**config.mk**
```make
export PLATFORM = sky130hd
export DESIGN_NAME = lfsr_engine
export DESIGN_NICKNAME = d
export VERILOG_FILES = /design/src/rtl/lfsr_engine.sv
export SDC_FILE = /design/constraint.sdc
export NUM_CORES = 1
export LEC_CHECK = 0
export ABC_AREA = 1
export ABC_CLOCK_PERIOD_IN_PS = 2920
export BUFFER_PORTS_ARGS = -buffer_cell sky130_fd_sc_hd__buf_2
export CAP_MARGIN = 20
export CELL_PAD_IN_SITES_DETAIL_PLACEMENT = 1
export CELL_PAD_IN_SITES_GLOBAL_PLACEMENT = 1
export CORE_MARGIN = 2
export CORE_UTILIZATION = 33
export CTS_CLUSTER_DIAMETER = 120
export CTS_CLUSTER_SIZE = 24
export DETAILED_ROUTE_END_ITERATION = 12
export PLACE_DENSITY_LB_ADDON = 0.1
export SETUP_SLACK_MARGIN = 0.15
export SLEW_MARGIN = 20
export SYNTH_ARGS = -nofsm -noshare
export SYNTH_HDL_FRONTEND = slang
export SYNTH_SLANG_ARGS = --single-unit
```
**constraint.sdc**
```tcl
create_clock -name clk -period 2.92 [get_ports clk]
set_input_delay 0.584 -clock clk [delete_from_list [all_inputs] [get_ports clk]]
set_output_delay 0.584 -clock clk [all_outputs]
set_load 0.1 [all_outputs]
```
**src/rtl/lfsr_engine.sv**
```systemverilog
// lfsr_engine: parametrised Galois/Fibonacci LFSR with free-run advance,
// seed loading with zero lock-up guard, and a counted burst mode.
//
// Handshake: burst_start/burst_len are sampled on an edge where the engine is
// idle and load is low. busy is high for the whole burst. done is a single-cycle
// pulse one cycle after the final advance, or one cycle after a zero-length
// request. A load or reset during a burst aborts it and suppresses done.
module lfsr_engine #(
    parameter int                WIDTH  = 16,
    parameter logic [WIDTH-1:0]  TAPS   = WIDTH'(16'h001D),
    parameter int                MODE   = 0,
    parameter int                INVERT = 0,
    parameter logic [WIDTH-1:0]  SEED   = '1,
    parameter int                CNT_W  = 8
) (
    input  logic              clk,
    input  logic              reset,
    input  logic              enable,
    input  logic              load,
    input  logic [WIDTH-1:0]  seed_in,
    input  logic              burst_start,
    input  logic [CNT_W-1:0]  burst_len,
    output logic              busy,
    output logic              done,
    output logic [WIDTH-1:0]  lfsr,
    output logic              out_bit,
    output logic              dbg_state
);

    typedef enum logic {
        IDLE  = 1'b0,
        BURST = 1'b1
    } state_t;

    localparam logic INV_B = (INVERT != 0);

    state_t             r_state;
    logic [CNT_W-1:0]   r_cnt;
    logic [WIDTH-1:0]   r_lfsr;
    logic               r_done;

    state_t             w_state_nxt;
    logic [CNT_W-1:0]   w_cnt_nxt;
    logic [WIDTH-1:0]   w_lfsr_nxt;
    logic               w_done_nxt;

    logic               w_fb_gal;
    logic [WIDTH-1:0]   w_adv_gal;
    logic [WIDTH-1:0]   w_adv_fib;
    logic [WIDTH-1:0]   w_adv;
    logic [WIDTH-1:0]   w_load_val;

    // Single-step advance for both feedback structures; MODE picks one.
    always_comb begin
        w_fb_gal  = r_lfsr[WIDTH-1] ^ INV_B;
        w_adv_gal = {r_lfsr[WIDTH-2:0], 1'b0} ^ (w_fb_gal ? TAPS : '0);
        w_adv_fib = {r_lfsr[WIDTH-2:0], (^(r_lfsr & TAPS)) ^ INV_B};
        w_adv     = (MODE == 1) ? w_adv_fib : w_adv_gal;
    end

    // An all-zero seed would lock a plain XOR register forever, so fall back to SEED.
    always_comb begin
        w_load_val = seed_in;
        if ((seed_in == '0) && !INV_B) begin
            w_load_val = SEED;
        end
    end

    // Next-state logic: load beats burst activity, burst beats free-run enable.
    always_comb begin
        w_state_nxt = r_state;
        w_cnt_nxt   = r_cnt;
        w_lfsr_nxt  = r_lfsr;
        w_done_nxt  = 1'b0;
        if (load) begin
            w_lfsr_nxt  = w_load_val;
            w_state_nxt = IDLE;
            w_cnt_nxt   = '0;
        end else begin
            case (r_state)
                IDLE: begin
                    if (burst_start) begin
                        if (burst_len != '0) begin
                            w_cnt_nxt   = burst_len;
                            w_state_nxt = BURST;
                        end else begin
                            w_done_nxt  = 1'b1;
                        end
                    end else if (enable) begin
                        w_lfsr_nxt = w_adv;
                    end
                end
                BURST: begin
                    w_lfsr_nxt = w_adv;
                    w_cnt_nxt  = r_cnt - CNT_W'(1);
                    if (r_cnt == CNT_W'(1)) begin
                        w_state_nxt = IDLE;
                        w_done_nxt  = 1'b1;
                    end
                end
                default: begin
                    w_state_nxt = IDLE;
                end
            endcase
        end
    end

    // State registers; reset clears everything immediately, including any burst.
    always_ff @(posedge clk or posedge reset) begin
        if (reset) begin
            r_state <= IDLE;
            r_cnt   <= '0;
            r_lfsr  <= SEED;
            r_done  <= 1'b0;
        end else begin
            r_state <= w_state_nxt;
            r_cnt   <= w_cnt_nxt;
            r_lfsr  <= w_lfsr_nxt;
            r_done  <= w_done_nxt;
        end
    end

    assign busy      = (r_state == BURST);
    assign done      = r_done;
    assign lfsr      = r_lfsr;
    assign out_bit   = r_lfsr[WIDTH-1];
    assign dbg_state = r_state;

endmodule

```
# --- Word-level counts from Yosys, hierarchy flattened ---
# Cells that the tools add are included.
classes:
  magnitude_cmp: 0
  n_eq_ne: 5
  n_shift: 0
  multipliers: 0
  add_sub_neg: 1
  div_mod_pow: 0
  reduce_logical: 4
  mux: 20
  n_bitwise: 2
op_table:
  columns: ["cell", "n"]
  rows:
  - ["$mux 16", 4]
  - ["$pmux 16 s2", 1]
  - ["$mux 8", 3]
  - ["$logic_not 16->1", 1]
  - ["$pmux 8 s2", 1]
  - ["$xor 16x5->16", 1]
  - ["$ne 3x3->1 const B", 4]
  - ["$eq 8x1->1 const B", 1]
  - ["$mux 1", 8]
  - ["$reduce_bool 8->1", 1]
  - ["$sub 8x1->8 const B", 1]
  - ["$mux 5", 1]
  - ["$pmux 1 s2", 2]
  - ["$reduce_and 2->1", 2]
  - ["$not 1->1", 1]
word_totals:
  input_bits: 29
  latch_bits: 0
  ramBits: 0
  n_memories: 0
  mem_bits_ro: 0
  regBits: 26

# --- Longest topological paths before layout ---
depth:
  ltp_word: 6
  depth_mapped: 9

# --- Worst setup path after synthesis ---
# Ideal clock, no wire load.
synth_path:
  path_type: "register to output"
  from: "reg r_state (netlist: busy)"
  to: "out dbg_state"
  path_stages_with_launch: 2
  path_buffers: 1
  setup_slack_ps: 995
  arrival_time_ps: 1341
  path_cell_list: "dfrtp_1 > buf_4"
synth_lines:
  columns: ["item", "line", "text"]
  rows:
  - ["from (decl)", "37", "state_t r_state;"]
  - ["from (signal assigned)", "116", "r_state <= w_state_nxt;"]
  - ["to (decl)", "27", "output logic dbg_state"]
# No word-level cell between the ends.

# --- Worst setup path after layout ---
layout_path:
  from: "reg r_state (netlist: busy)"
  to: "out busy"
layout_lines:
  columns: ["item", "line", "text"]
  rows:
  - ["to (decl)", "23", "output logic busy,"]
# No word-level cell between the ends.

==> impl_results.md <==
- Final min period: 2.00 ns
- Yosys warns: 0
- Final instance area: 0.00197 sq mm
- Cts repair resizes: 0
- GPL Wtd Cong: 0.823
- Count of final hold-check violations: 0
- CTS clk-pin slew, worst paths: 0.10 ns
- Skew-Pair Late Insertion Delay: 0.28 ns
- First-pass GRT wire length: 7.22 mm
- Crit path kind: reg -> out
- Root buf cell: clkbuf_8
- Max VDD drop: 0.321 mV
- CTS HTree Levels: 1
- CP endpoint kind: output pin
- Critical Path Start Type: register
- Port buffer count: 48
- Library cells used by synthesis: 24
- Mapped Cells: 236
- Die Footprint: 0.00561 sq mm
- Dpl ws: 0.929 ns
- Worst-margin pin slew: 0.774 ns
- Drt pass-1 iters: 4
- Placed instance area: 0.00191 sq mm
- Clock skew: 0.00345 ns
- Total gr overflow: 0
- Post-route DRC: 0
- TritonCTS clock tree: built
- Setup TNS: 0 ns
- Setup WS post-layout: 0.916 ns
- Mapped Area: 0.00166 sq mm
- Setup violators final: 0
- Clock buffer depth: 2
- Synth Register Bits: 26
- Routed wire length: 4.43 mm
- CTS sink cnt: 26
- Share of post-route cells with drive strength above 1: 28.0%
- Vias: 1577
- Pwr Density: 756 mW/mm^2
- Io pins: 49
- Sequential area share after synthesis: 40.5%
- FP Rows: 25
- Initial antenna violation count: 0
- Vias in the first global route: 1505
- Status: complete, no violations
- Detail Placement HPWL: 3.35 mm
- Total CTS buffers: 3
- Worst Path Arrival: 1.42 ns
- Max-Cap Viols: 0
- Gr usage total: 16.8%
- # diodes: 0
- CP max FO: 12
- Worst Path Buf+Inv: 1
- Area delta synth->final: 19.1%
- CP max stage delay: 0.63 ns
- Via-per-instance ratio: 4.56
- Critical path's top delay family: flip-flops
- LEAKAGE: 1.02 nW
- Max-slew violations: 0
- Die width: 74.9 um
- Remaining antenna violation count after routing: 0
- Post-CTS setup buffers: 0
- Largest net degree at the start of global routing: 22
- Initial core utilization: 34.6%
- Initial DRC Count: 69
- Final period util: 68.6%
- Nets: 311
- Syn Area/Cell: 7.02 sq um
- Core area: 0.00479 sq mm
- F_max: 0.499 GHz
- RSZ-0062 raised after global routing: no
- Critical Path, Cell by Cell: buf_2
- Relative slew slack: 48.3%
- Average wire per standard cell: 12.8 um
- Hold-fix buffers, CTS: 0
- Hold WC Path Type: in -> async
- Syn Nets: 267
- WP data required: 2.34 ns
- Max stage delay cell, worst path: dfrtp_1
- Vert. Die Dim: 74.9 um
[routing by layer]
| layer | vias up | GRT usage, % | share of wire (%) |
|---|---|---|---|
| met1 | 727 | 25.0 | 51 |
| met2 | 31 | 26.1 | 44 |
| met5 | - | 0 | 0 |
| li1 | 817 | - | - |
| met4 | 0 | 3.57 | 0.43 |
| met3 | 2 | 2.01 | 3.7 |
[registers in the layout, indices dropped and copies added, names as in the netlist]
| signal | count |
|---|---|
| lfsr | 16 |
| done | 1 |
| r_cnt | 8 |
| busy | 1 |
[where the power goes]
part | switching (W) | internal [W] | total (W)
combinational | 0.000557 | 0.000139 | 0.000696
sequential | 0.0000673 | 0.000453 | 0.000520
clock | 0.000127 | 0.000149 | 0.000276
total | 0.000751 | 0.000741 | 0.00149
[path summary, 6_finish.rpt]
kind | slack [ns] | cells past startpoint | endpoint | from
worst min-delay path | 0.43 | 2 | r_cnt[4] | reset
worst max register to register | 1.12 | 7 | lfsr[13] | busy
worst max-delay path | 0.92 | 1 | busy | busy
min in group clk | 0.48 | 2 | lfsr[14] | lfsr[14]
worst min register to register | 0.48 | 2 | lfsr[14] | lfsr[14]
max in group asynchronous | 1.79 | 3 | lfsr[10] | reset
[synth_stat cells, drive strengths merged]
cell type / count / share of area (%)
nand2: 85 / 20
nor2: 46 / 11
o21ai: 24 / 7.2
inv: 18 / 4.4
dfstp: 16 / 25
nand3: 11 / 3.6
buf: 10 / 5.1
dfrtp: 10 / 15
o21bai: 4 / 1.8
a21oi: 3 / 1.6
xor2: 3 / 1.6
ha: 2 / 1.5
clkbuf: 1 / 0.23
nand4: 1 / 0.38
o22ai: 1 / 0.38
xnor2: 1 / 0.53
[per-stage QoR]
stage	hold slack, ns	util [%]	std cells	power (W)
6_report	0.431	41.3	346	0.00149
5_1_grt	0.497	41.3	346	0.00158
4_1_cts	0.467	41.3	346	0.00151
3_5_place_dp	0.468	39.9	342	0.00123
3_3_place_gp	0.468	39.9	342	0.00122
2_1_floorplan	0.471	-	236	0.00112
[logic make-up (layout without fill, tap and decap cells)]
family / after synthesis / count (layout) / synth area share (%)
buffers and inverters: 29 / 72 / 9.74
AND/OR/NAND/NOR: 143 / 143 / 35.2
flip-flops: 26 / 26 / 40.5
adder cells (fa/ha/maj): 2 / 2 / 1.51
XOR/XNOR: 4 / 4 / 2.11
AO/OA/AOI/OAI: 32 / 32 / 11.0
[cell type report]
class	instances	area (sq um)
fill	640	2810
inverter	18	72.6
sequential	26	671
timing repair buffer	50	255
multi-input combinational	181	826
clock buffer	4	66.3
tap	67	83.8
[layout by cell type (no fill, tap or decap)]
cell       synthesis  final
nor2_1            45     45
dfrtp_1           10     10
nand2_4            2      2
nor2_4             1      1
nand3_1           10     10
o21bai_1           4      4
a21oi_4            1      1
a21oi_1            2      2
o22ai_1            1      1
o21ai_0           24     24
xnor2_1            1      1
nand4_1            1      1
clkbuf_8           0      3
clkbuf_16          0      1
nand2_2            1      1
buf_4              4      2
inv_4              2      2
nand2_1           82     82
nand3_2            1      1
buf_2              2     48
xor2_1             3      3
dfstp_2           16     16
inv_1             16     16
ha_1               2      2
Power figures use the tool's default switching activity.
